$ cat src/rtl/move_list_collector.sv
// move_list_collector
//   Snapshots NUM_CH 32-bit move words on a load strobe, drops empty words and
//   pushes the rest into a first-word fall-through FIFO that a downstream
//   consumer drains through a valid/ready port.
//
//   Optional feature macro: MOVE_COLLECT_CAPTURE_FIRST_EN
//     defined     : two-pass scan (SCAN_CAP, then SCAN); captures leave first.
//     not defined : single pass, words leave in ascending channel order.
//
//   Ports
//     clk         system clock, rising edge
//     clear       asynchronous active-high reset
//     enable      scan advance qualifier
//     load        snapshot strobe, honoured only in IDLE
//     move_bus    NUM_CH packed move words, channel k at [32k+31:32k]
//     busy        high whenever the FSM is not IDLE
//     done        one-cycle pulse when a scan completes
//     move_count  words pushed by the last or current scan
//     out_valid   FIFO non-empty
//     out_ready   consumer accepts out_move
//     out_move    FIFO head word
//     fifo_level  FIFO occupancy
module move_list_collector #(
    parameter int NUM_CH = 16,
    parameter int DEPTH  = 32
) (
    input  logic                         clk,
    input  logic                         clear,
    input  logic                         enable,
    input  logic                         load,
    input  logic [NUM_CH*32-1:0]         move_bus,
    output logic                         busy,
    output logic                         done,
    output logic [$clog2(NUM_CH+1)-1:0]  move_count,
    output logic                         out_valid,
    input  logic                         out_ready,
    output logic [31:0]                  out_move,
    output logic [$clog2(DEPTH+1)-1:0]   fifo_level
);

    localparam int IW = (NUM_CH > 1) ? $clog2(NUM_CH) : 1;
    localparam int PW = $clog2(DEPTH);
    localparam int CW = $clog2(NUM_CH+1);
    localparam int LW = $clog2(DEPTH+1);
    localparam logic [IW-1:0] LAST_IDX = IW'(NUM_CH - 1);
    localparam logic [LW-1:0] FULL_LVL = LW'(DEPTH);

    typedef enum logic [1:0] {
        ST_IDLE     = 2'd0,
`ifdef MOVE_COLLECT_CAPTURE_FIRST_EN
        ST_SCAN_CAP = 2'd1,
`endif
        ST_SCAN     = 2'd2,
        ST_DONE     = 2'd3
    } state_e;

`ifdef MOVE_COLLECT_CAPTURE_FIRST_EN
    localparam state_e FIRST_SCAN = ST_SCAN_CAP;
`else
    localparam state_e FIRST_SCAN = ST_SCAN;
`endif

    state_e                state_q, state_d;
    logic [IW-1:0]         idx_q, idx_d;
    logic [NUM_CH*32-1:0]  snap_q;
    logic [CW-1:0]         move_count_q, move_count_d;
    logic                  busy_q, done_q;

    logic [31:0]           mem_q [DEPTH];
    logic [PW-1:0]         wr_ptr_q, rd_ptr_q;
    logic [LW-1:0]         level_q;

    logic [31:0]           cur_word_s;
    logic                  is_empty_s, is_cap_s;
    logic                  scanning_s, eligible_s;
    logic                  full_s, push_s, pop_s, advance_s;

    assign cur_word_s = snap_q[{idx_q, 5'b00000} +: 32];
    assign is_empty_s = (cur_word_s == 32'h0000_0000);
    assign is_cap_s   = (cur_word_s[29:24] != 6'h00);

    assign full_s = (level_q == FULL_LVL);
    assign pop_s  = (level_q != {LW{1'b0}}) && out_ready;

    // Word eligibility depends on which pass the scan is in.
    always_comb begin
        scanning_s = 1'b0;
        eligible_s = 1'b0;
        case (state_q)
`ifdef MOVE_COLLECT_CAPTURE_FIRST_EN
            ST_SCAN_CAP: begin
                scanning_s = 1'b1;
                eligible_s = is_cap_s;
            end
            ST_SCAN: begin
                scanning_s = 1'b1;
                eligible_s = !is_empty_s && !is_cap_s;
            end
`else
            ST_SCAN: begin
                scanning_s = 1'b1;
                eligible_s = !is_empty_s;
            end
`endif
            default: begin
                scanning_s = 1'b0;
                eligible_s = 1'b0;
            end
        endcase
    end

    // A full FIFO refuses the push even when a pop happens the same cycle.
    assign push_s    = scanning_s && enable && eligible_s && !full_s;
    assign advance_s = scanning_s && enable && (!eligible_s || !full_s);

    // Next-state, scan index and move counter.
    always_comb begin
        state_d      = state_q;
        idx_d        = idx_q;
        move_count_d = move_count_q;
        case (state_q)
            ST_IDLE: begin
                if (load) begin
                    state_d      = FIRST_SCAN;
                    idx_d        = {IW{1'b0}};
                    move_count_d = {CW{1'b0}};
                end else begin
                    state_d = ST_IDLE;
                end
            end
`ifdef MOVE_COLLECT_CAPTURE_FIRST_EN
            ST_SCAN_CAP: begin
                if (advance_s && (idx_q == LAST_IDX)) begin
                    state_d = ST_SCAN;
                    idx_d   = {IW{1'b0}};
                end else if (advance_s) begin
                    idx_d = idx_q + 1'b1;
                end else begin
                    idx_d = idx_q;
                end
            end
`endif
            ST_SCAN: begin
                if (advance_s && (idx_q == LAST_IDX)) begin
                    state_d = ST_DONE;
                end else if (advance_s) begin
                    idx_d = idx_q + 1'b1;
                end else begin
                    idx_d = idx_q;
                end
            end
            ST_DONE: begin
                state_d = ST_IDLE;
            end
            default: begin
                state_d = ST_IDLE;
            end
        endcase
        if (push_s) begin
            move_count_d = move_count_q + 1'b1;
        end else begin
            move_count_d = move_count_d;
        end
    end

    // FSM state, snapshot and registered status outputs.
    always_ff @(posedge clk or posedge clear) begin
        if (clear) begin
            state_q      <= ST_IDLE;
            idx_q        <= {IW{1'b0}};
            snap_q       <= {(NUM_CH*32){1'b0}};
            move_count_q <= {CW{1'b0}};
            busy_q       <= 1'b0;
            done_q       <= 1'b0;
        end else begin
            state_q      <= state_d;
            idx_q        <= idx_d;
            move_count_q <= move_count_d;
            busy_q       <= (state_d != ST_IDLE);
            done_q       <= (state_d == ST_DONE);
            if ((state_q == ST_IDLE) && load) begin
                snap_q <= move_bus;
            end
        end
    end

    // FIFO storage; contents past the read pointer are never observed.
    always_ff @(posedge clk) begin
        if (push_s) begin
            mem_q[wr_ptr_q] <= cur_word_s;
        end
    end

    // FIFO pointers and occupancy; pointers wrap naturally (DEPTH is 2^n).
    always_ff @(posedge clk or posedge clear) begin
        if (clear) begin
            wr_ptr_q <= {PW{1'b0}};
            rd_ptr_q <= {PW{1'b0}};
            level_q  <= {LW{1'b0}};
        end else begin
            if (push_s) begin
                wr_ptr_q <= wr_ptr_q + 1'b1;
            end
            if (pop_s) begin
                rd_ptr_q <= rd_ptr_q + 1'b1;
            end
            case ({push_s, pop_s})
                2'b10:   level_q <= level_q + 1'b1;
                2'b01:   level_q <= level_q - 1'b1;
                default: level_q <= level_q;
            endcase
        end
    end

    assign busy       = busy_q;
    assign done       = done_q;
    assign move_count = move_count_q;
    assign fifo_level = level_q;
    assign out_valid  = (level_q != {LW{1'b0}});
    // Head word is forced to zero while empty so the reset value is defined.
    assign out_move   = out_valid ? mem_q[rd_ptr_q] : 32'h0000_0000;

endmodule

$ cat config.mk
export PLATFORM = sky130hd
export DESIGN_NAME = move_list_collector
export DESIGN_NICKNAME = d
export VERILOG_FILES = /design/src/rtl/move_list_collector.sv
export SDC_FILE = /design/constraint.sdc
export NUM_CORES = 2
export LEC_CHECK = 0
export BUFFER_PORTS_ARGS = -buffer_cell sky130_fd_sc_hd__buf_2
export CORE_MARGIN = 4
export CORE_UTILIZATION = 59
export DETAILED_ROUTE_END_ITERATION = 8
export PLACE_DENSITY_LB_ADDON = 0.3
export RECOVER_POWER = 100
export SYNTH_ARGS = -nofsm -noshare
export SYNTH_HDL_FRONTEND = slang
export SYNTH_SLANG_ARGS = --single-unit
$ cat constraint.sdc
create_clock -name clk -period 21.4 [get_ports clk]
set_input_delay 2.14 -clock clk [delete_from_list [all_inputs] [get_ports clk]]
set_output_delay 2.14 -clock clk [all_outputs]
set_load 0.05 [all_outputs]
==> run metrics <==
Worst R2R End=mem_q[13][16]$_DFFE_PP_; R2R setup slack=7.58 ns; area of the die=113300 sq um; Skew-Pair Late Insertion Delay=0.78 ns; Worst Setup SP=rd_ptr_q[1]$_DFFE_PP0P_; Initial DRC Count=just over 5000; postcts setup bufs=0; startpoint types=register; layout cells sized above 1=24.70%; outcome=finished, violations left; sequential fraction of the synthesis area=a little over two thirds; max cap viols=26; Ys Warns=0; Crit path depth=8; Top cell by count, worst path=clkbuf_1; PwrDens=166.5 nW/um^2; Post-synth top flop=edfxtp_1; post-synth cell types=between 40 and 50; unrepaired setup endpoints after global routing=no; Reg-to-Reg Start=idx_q[0]$_DFFE_PP0P_; cells on worst reg2reg path=11; critical path arrival=11.91 ns; first-pass GRT wire length=263400 um; initial antenna violation count=17; cells along the critical path=clkbuf_1 -> clkbuf_1 -> clkbuf_1 -> mux4_2 -> mux4_2 -> mux2i_1 -> nor2_1 -> clkbuf_1; fin crit period=about 14 ns; number of detailed-route iterations in the first pass=6; Max clock buf depth=3; nets=approximately 5300; die width=336.6 um; mean post-synth cell area=around 15 sq um; routability cong.=0.8810; Initial Util=between 50% and 60%; Area after DPL=68120 sq um; antenna viol nets, final=0; Design Area, Final=72910 sq um; Worst Path Required=19.26 ns; Die Span Y=~340 um; synthesized flop and latch total=~1600; Post-Syn Area=roughly 64000 sq um; CTS tree=yes; CP top delay family=buffers and inverters; I/O Pins=563; grt total ovfl=0; number of global-route vias before repair=40000; clk sinks=1565; Std-Cell Rows=120; Fillers=7156; crit path to=out_move[1]; CTS clk-pin slew, worst paths=0.06 ns; crit-path max FO=59; final hold viol count=0; Async S/R FF share, synth=34.57%; Worst setup EP type=output pin; largest net degree at the start of global routing=about 230; htree depth=4; WL per Instance=28.42 um; drt via density=6.205; EDFF count, synth=1024; Slew Viols, Final=roughly 1500; Max VDD drop=approximately 0.11 mV; slowest cell delay on critical path=2.78 ns; Leak=0.02961 uW; Hold Buf Count CTS=0; Tcrit/Tclk final=around two thirds; vias=39340; Synth-to-Final Area Change=14.46%; Core Box Area=between 100000 and 150000 sq um; syn_nets=approximately 4800; DRC Markers=0; Final setup viols=0; total CTS buffers=~160; PostCTS Resize Cnt=0; fmax=71.17 MHz; slowest stage cell, crit path=clkbuf_1; worst min path class=reg -> reg; Rel. slew slack=-427.5%; synthesized instance count=4254; CTS root buf=clkbuf_16; Clock Skew=around 0.035 ns; Tot Pwr=12140 uW; multi-input logic area=between 15000 and 20000 sq um; Total Routing Usage GR=32.18%; violated checks=max-capacitance violations, max-slew violations; total negative setup slack=0 ns; Tightest Pin Transition=just under 8 ns; # port buffers=562; hold_sp=snap_q[112]$_DFFE_PP0P_; final WL=180100 um; HPWL Detailed=113400 um; FF+latch area=44300 sq um; worst path bufs/invs=4; kind of critical path=reg -> out
power by group:
part / internal (uW) / total [uW] / switching, uW
Combinational: 1520 / 4300 / 2780
Sequential: 4650 / 5090 / 438
Clock: 1580 / 2750 / 1170
per-layer routing:
layer | GRT usage (%) | routed length [um] | up-vias
li1 | - | - | 16580
met3 | 5.932 | 17220 | 375
met5 | 0 | 23 | -
met2 | 51.73 | 88410 | 2360
met4 | 13.29 | 8041 | 4
met1 | 44.34 | 66450 | 20020
registers in the layout (all words and copies together), names as in the netlist:
name and cells:
busy 1, done 1, fifo_level 6, idx_q 4, mem_q 1024, move_count 5
rd_ptr_q 5, snap_q 512, state_q 2, wr_ptr_q 5
synthesized netlist by cell type (all sizes together) (3+ instances only):
master	n	area (sq um)
mux4	396	8919
nand3	5	25.02
edfxtp	1024	30750
dfrtp	541	13540
xnor2	10	87.58
a22oi	28	210.2
o21ai	36	180.2
nor2	49	183.9
nor3	23	115.1
a221oi	56	490.5
nand2	1581	5934
mux2	3	33.78
a21oi	4	20.02
mux2i	149	1491
nand4	20	131.4
and2	6	37.54
nor4	7	43.79
inv	13	48.80
nand3b	5	37.54
clkbuf	194	728.2
xor2	6	52.55
ha	12	150.1
buf	62	307.8
nor2b	3	18.77
logic make-up after synthesis:
| logic type | after synthesis | synth area share (%) |
|---|---|---|
| buf+inv | 270 | 1.709 |
| fa+ha+maj | 13 | 0.2671 |
| compound gates | 131 | 1.499 |
| simple gates | 1711 | 10.38 |
| flops | 1565 | 69.53 |
| mux | 548 | 16.40 |
| xor+xnor | 16 | 0.2200 |
layout by cell type (no fill, tap or decap), types with 12 or more instances in the layout:
master / count
nor2_1: 42
nand2_1: 1580
clkbuf_1: 109
a22oi_1: 28
clkinv_1: 24
clkinv_2: 32
bufinv_16: 16
nand4_1: 19
a221oi_1: 56
ha_1: 12
buf_2: 519
nor3_1: 21
clkbuf_16: 157
mux4_2: 396
buf_4: 43
edfxtp_1: 1024
dfrtp_1: 535
o21ai_0: 36
inv_1: 12
mux2i_1: 149
worst min-delay path, delay by kind of cell, from the launching register on:
kind | cells | cell delay [ns]
AND/OR/NAND/NOR | 2 | 0.10
flip-flops | 1 | 0.34
cell type report:
cell class                 count  area share (%)
multi-input combinational   2419           25.23
antenna                        9         0.03089
sequential                  1565           60.76
clock buffer                 197           5.704
timing repair buffer         642           4.484
inverter                      14         0.07379
tap                         1403           2.408
clock inverter                90           1.306
metrics by stage:
stage / hold slack [ns] / setup WS [ns] / instances / utilization (%)
6_report: 0.4728 / 7.349 / 6339 / 68.11
5_1_grt: 0.4816 / 6.821 / 6337 / 68.10
4_1_cts: 0.4742 / 13.66 / 6330 / 68.40
3_5_place_dp: 0.4574 / 14.50 / 6043 / 63.63
3_3_place_gp: 0.4530 / 14.51 / 6043 / 63.63
2_1_floorplan: 0.4403 / 4.138 / 4254 / -
how the worst min path moves through the flow:
stage | slack, ns | cells after the start | to
finish | 0.47 | 2 | snap_q[112]$_DFFE_PP0P_
global route | 0.48 | 2 | snap_q[425]$_DFFE_PP0P_
CTS | 0.47 | 2 | snap_q[324]$_DFFE_PP0P_
detailed placement | 0.46 | 2 | snap_q[369]$_DFFE_PP0P_
global placement | 0.45 | 2 | snap_q[394]$_DFFE_PP0P_
floorplan | 0.44 | 2 | snap_q[131]$_DFFE_PP0P_
No activity file was read; power rests on OpenSTA's default activity.
